===== src/rtl/updown_counter_pkg.sv =====
// Shared definitions for the parametrised up/down counter: mode encodings and
// the load-path clamp helper.
package updown_counter_pkg;

    localparam int CNT_MODE_WRAP = 0;
    localparam int CNT_MODE_SAT  = 1;

    // Operands are carried at 64 bits so one helper serves every counter width.
    function automatic logic [63:0] clamp_to_max(input logic [63:0] value,
                                                 input logic [63:0] max_value);
        return (value > max_value) ? max_value : value;
    endfunction

endpackage


===== src/rtl/updown_counter_param_addsub.sv =====
// Ripple-carry incrementer/decrementer: adds +1 or all-ones (-1) to a using a
// chain of per-bit full-adder cells.
module addsub_ripple #(
    parameter int WIDTH = 4
) (
    input  logic [WIDTH-1:0] a,
    input  logic             up,
    output logic [WIDTH-1:0] sum,
    output logic             cout
);

    logic [WIDTH-1:0] b;
    logic [WIDTH:0]   carry;

    assign b        = up ? WIDTH'(1) : '1;
    assign carry[0] = 1'b0;

    for (genvar i = 0; i < WIDTH; i++) begin : g_fa
        assign sum[i]       = a[i] ^ b[i] ^ carry[i];
        assign carry[i + 1] = (a[i] & b[i]) | (carry[i] & (a[i] ^ b[i]));
    end

    assign cout = carry[WIDTH];

endmodule


===== src/rtl/updown_counter_param.sv =====
// Parametrised up/down counter with programmable modulus, wrap/saturate mode,
// synchronous clear and load, registered boundary flags and ovf/unf pulses.
module updown_counter_param
    import updown_counter_pkg::*;
#(
    parameter int              WIDTH     = 4,
    parameter longint unsigned MAX_COUNT = (64'd1 << WIDTH) - 64'd1,
    parameter int              SATURATE  = CNT_MODE_WRAP
) (
    input  logic             clk,
    input  logic             reset,
    input  logic             clr,
    input  logic             load,
    input  logic [WIDTH-1:0] din,
    input  logic             en,
    input  logic             up,
    output logic [WIDTH-1:0] count,
    output logic             at_zero,
    output logic             at_max,
    output logic             ovf,
    output logic             unf
);

    if (WIDTH < 1 || WIDTH > 63) begin : g_bad_width
        $error("updown_counter_param: WIDTH must be in 1..63");
    end
    if (MAX_COUNT < 64'd1 || MAX_COUNT > ((64'd1 << WIDTH) - 64'd1)) begin : g_bad_max
        $error("updown_counter_param: MAX_COUNT must be in 1..2**WIDTH-1");
    end

    localparam logic [WIDTH-1:0] MAX_VAL  = MAX_COUNT[WIDTH-1:0];
    localparam bit               SAT_MODE = (SATURATE == CNT_MODE_SAT);

    logic [WIDTH-1:0] step_sum;
    logic             unused_cout;
    logic [WIDTH-1:0] load_val;
    logic [WIDTH-1:0] next_count;
    logic             next_ovf;
    logic             next_unf;
    logic             is_zero;
    logic             is_max;

    addsub_ripple #(.WIDTH(WIDTH)) u_addsub (
        .a    (count),
        .up   (up),
        .sum  (step_sum),
        .cout (unused_cout)
    );

    // Boundaries come from explicit compares since MAX_COUNT may sit below the adder's natural wrap.
    assign is_zero  = (count == '0);
    assign is_max   = (count == MAX_VAL);
    assign load_val = WIDTH'(clamp_to_max(64'(din), MAX_COUNT));

    always_comb begin
        next_count = count;
        next_ovf   = 1'b0;
        next_unf   = 1'b0;
        if (clr) begin
            next_count = '0;
        end else if (load) begin
            next_count = load_val;
        end else if (en) begin
            if (up) begin
                if (is_max) begin
                    next_ovf   = 1'b1;
                    next_count = SAT_MODE ? MAX_VAL : '0;
                end else begin
                    next_count = step_sum;
                end
            end else begin
                if (is_zero) begin
                    next_unf   = 1'b1;
                    next_count = SAT_MODE ? '0 : MAX_VAL;
                end else begin
                    next_count = step_sum;
                end
            end
        end
    end

    // Flags are derived from next_count so they line up with count in the same cycle.
    always_ff @(posedge clk or posedge reset) begin
        if (reset) begin
            count   <= '0;
            at_zero <= 1'b1;
            at_max  <= 1'b0;
            ovf     <= 1'b0;
            unf     <= 1'b0;
        end else begin
            count   <= next_count;
            at_zero <= (next_count == '0);
            at_max  <= (next_count == MAX_VAL);
            ovf     <= next_ovf;
            unf     <= next_unf;
        end
    end

endmodule

===== config.mk =====
export PLATFORM = sky130hd
export DESIGN_NAME = updown_counter_param
export DESIGN_NICKNAME = d
export VERILOG_FILES = /design/src/rtl/updown_counter_pkg.sv /design/src/rtl/updown_counter_param_addsub.sv /design/src/rtl/updown_counter_param.sv
export SDC_FILE = /design/constraint.sdc
export NUM_CORES = 1
export LEC_CHECK = 0
export ABC_AREA = 1
export CELL_PAD_IN_SITES_DETAIL_PLACEMENT = 1
export CELL_PAD_IN_SITES_GLOBAL_PLACEMENT = 1
export CORE_MARGIN = 5
export CORE_UTILIZATION = 30
export CTS_BUF_LIST = sky130_fd_sc_hd__clkbuf_4
export DETAILED_ROUTE_END_ITERATION = 16
export PLACE_DENSITY_LB_ADDON = 0.1
export SLEW_MARGIN = 20
export SYNTH_ARGS = -nofsm -noshare
export SYNTH_HDL_FRONTEND = slang
export SYNTH_HIERARCHICAL = 1
export SYNTH_SLANG_ARGS = --single-unit

===== constraint.sdc =====
create_clock -name clk -period 3.1 [get_ports clk]
set_input_delay 0.62 -clock clk [delete_from_list [all_inputs] [get_ports clk]]
set_output_delay 0.62 -clock clk [all_outputs]
set_load 0.02 [all_outputs]

==> summary.md <==
| Metric | Value |
|---|---|
| Area Growth Syn to Fin | `42.3%` |
| M1 WL | `647 um` |
| Startpoint type of the worst setup path | `primary input` |
| H-tree levels | `1` |
| Yosys cell types | `18` |
| Compound-gate portion of the synthesized area | `11.8%` |
| Syn Inst Count | `75` |
| Top delay family on crit path | `adder cells` |
| Setup Fix Bufs, Post-CTS | `0` |
| Initial antenna violation count | `0` |
| HP Class | `in -> async` |
| DR top layer | `met4` |
| Worst slew pin tran | `0.358 ns` |
| Worst-skew pair later-pin latency | `0.26 ns` |
| Synthesized Nets | `88` |
| Synth Register Bits | `8` |
| Worst path buffer plus inverter count | `4` |
| Hold slack | `0.596 ns` |
| Layout cell share with drive strength beyond 1 | `12.5%` |
| All-layer global routing usage | `12.2%` |
| Post-synthesis mux area share | `0%` |
| CP max-delay cell | `clkdlybuf4s50_1` |
| GP Congestion | `0.784` |
| Final non-filler cell total | `121` |
| Final Setup Violations | `0` |
| Fin area | `787 um2` |
| Worst Reg-to-Reg Cells | `11` |
| DRC viols | `0` |
| Met3 Wirelength | `69 um` |
| Finished Core Util | `45.1%` |
| Mapped cell area | `553 um2` |
| Main combinational cell family by area after synthesis | `simple AND/OR/NAND/NOR gates` |
| CTS tree | `built` |
| Final nets | `110` |
| DIE AREA | `2800 um2` |
| First-pass detailed-route iteration total | `4` |
| Die outline height | `52.9 um` |
| Total of max-cap violations | `0` |
| First-pass GRT wire length | `2340 um` |
| CTS Buffer Depth | `2` |
| Root Driver | `clkbuf_4` |
| Fin worst setup slack | `0.416 ns` |
| Remaining antenna violation count | `0` |
| Peak Freq | `373 MHz` |
| Overall power | `0.310 mW` |
| Clock transition at path regs | `0.06 ns` |
| Crit path max fanout | `2` |
| Row count | `15` |
| RSZ-0062 raised after global routing | `false` |
| Clock sinks | `8` |
| Detailed placement HPWL | `1210 um` |
| R2r setup slk | `0.82 ns` |
| Status | `complete, no violations` |
| Max Slew Vio Count | `0` |
| Setup TNS | `0 ns` |
| RR Startpoint | `count[0]` |
| Remaining Overflow, GRT | `0` |
| DR vias/cell | `4.39` |
| Number of global-route vias before repair | `506` |
| CORE AREA | `1750 um2` |
| CP max stage delay | `0.48 ns` |
| Critical Path AT | `2.86 ns` |
| Number of gates resized after CTS | `0` |
| Largest net degree at the start of global routing | `14` |
| Post-synthesis sequential area ratio | `36.4%` |
| Routed len/inst | `11.4 um` |
| Inst Count DP | `117` |
| Pwr/cell area | `395 nW/um2` |
| Clock skew | `0.00999 ns` |
| CP Capture Type | `flip-flop` |
| Initial Util | `31.7%` |
| Die W | `52.9 um` |
| WS Path Type | `in -> reg` |
| Rel. slew slack | `76.1%` |
| Maximum VDD drop | `0.120 mV` |
| Critical path required time | `3.28 ns` |
| Synth Warn # | `6` |
| Crit-path cells | `clkdlybuf4s50_1, inv_1, fa_1, inv_1, fa_1, inv_1, fa_1, o21ai_1, nand3_1, nand2_1, a21oi_1, nand2_1, nor2_1` |
| Detailed Route Iter0 Violations | `10` |
| Mapped Avg Cell Area | `7.37 um2` |
| Ports | `18` |
| Pre-CTS WS | `0.150 ns` |
| Routed Wire Length | `1380 um` |
| Final cycle utilization of the critical path | `86.6%` |
| TritonCTS Buffers | `3` |
| Adder-Cell Fraction of Synth Area | `10.9%` |
| N_diodes | `0` |
| Synth Area in Simple Gates | `28.5%` |
| Placed cell area | `757 um2` |
| CTS Hold Bufs | `0` |
| P_leak | `0.386 nW` |
| Met2 WL | `606 um` |
| Via count | `531` |
| PortBufs | `17` |
| FF-to-FF End | `at_max` |
| Minimum clock period | `2.68 ns` |
| Fin. Hold Viols | `0` |
| XOR/XNOR Fraction of Synth Area | `0%` |
placed cells by master, fill, tap and decap left out:
cell type	instances
nand3_1	7
o21bai_1	1
clkdlybuf4s50_1	17
clkbuf_4	4
a21oi_1	2
fa_1	3
dfrtp_1	7
nor2_2	1
clkinv_1	2
o21ai_0	3
nand2_1	20
dfstp_2	1
a21oi_2	2
inv_1	15
or2_2	2
nand4_2	1
nor3_1	1
nor2_1	3
buf_4	1
o21ai_1	3
per-layer routing:
layer | vias to the layer above | global-route usage, %
met5 | - | 0
met2 | 18 | 16.5
met4 | 0 | 10.2
li1 | 268 | -
met1 | 240 | 16.2
met3 | 5 | 2.54
synth_stat cells:
| library cell | instances | area, um2 |
|---|---|---|
| nand2_1 | 20 | 75.1 |
| inv_1 | 15 | 56.3 |
| dfrtp_1 | 7 | 175 |
| nand3_1 | 7 | 35.0 |
| fa_1 | 3 | 60.1 |
| nor2_1 | 3 | 11.3 |
| o21ai_0 | 3 | 15.0 |
| o21ai_1 | 3 | 15.0 |
| a21oi_1 | 2 | 10.0 |
| a21oi_2 | 2 | 17.5 |
| clkinv_1 | 2 | 7.51 |
| or2_2 | 2 | 12.5 |
| buf_2 | 1 | 5.00 |
| dfstp_2 | 1 | 26.3 |
| nand4_2 | 1 | 12.5 |
| nor2_2 | 1 | 6.26 |
| nor3_1 | 1 | 5.00 |
| o21bai_1 | 1 | 7.51 |
kinds of logic after synthesis:
logic type	Yosys count
flops	8
buf+inv	18
compound gates	11
simple gates	35
fa+ha+maj	3
worst max path at each step:
stage | startpoint | end | slack, ns | cells past startpoint
floorplan | up | at_max | 0.85 | 12
global placement | up | at_max | 0.23 | 13
detailed placement | up | at_max | 0.15 | 13
CTS | up | at_max | 0.40 | 13
global route | up | at_max | 0.29 | 13
finish | up | at_max | 0.42 | 13
flip-flops by register name (all words and copies together), names as in the netlist:
name and cells:
at_max 1, at_zero 1, count 4, ovf 1, unf 1
report_power, final:
part           leakage [nW]  switching (mW)  internal, mW
Sequential            0.103         0.00768         0.112
Combinational         0.265          0.0534        0.0432
Clock                0.0184          0.0362        0.0580
layout make-up:
cell class | instances | area (um2)
fillers | 231 | 958
multi-input cells | 49 | 283
flip-flops and latches | 8 | 201
repair buffers | 18 | 178
inverters | 17 | 63.8
well taps | 25 | 31.3
clock buffers | 4 | 30.0
Note: power is estimated with default switching activity, not from simulation.
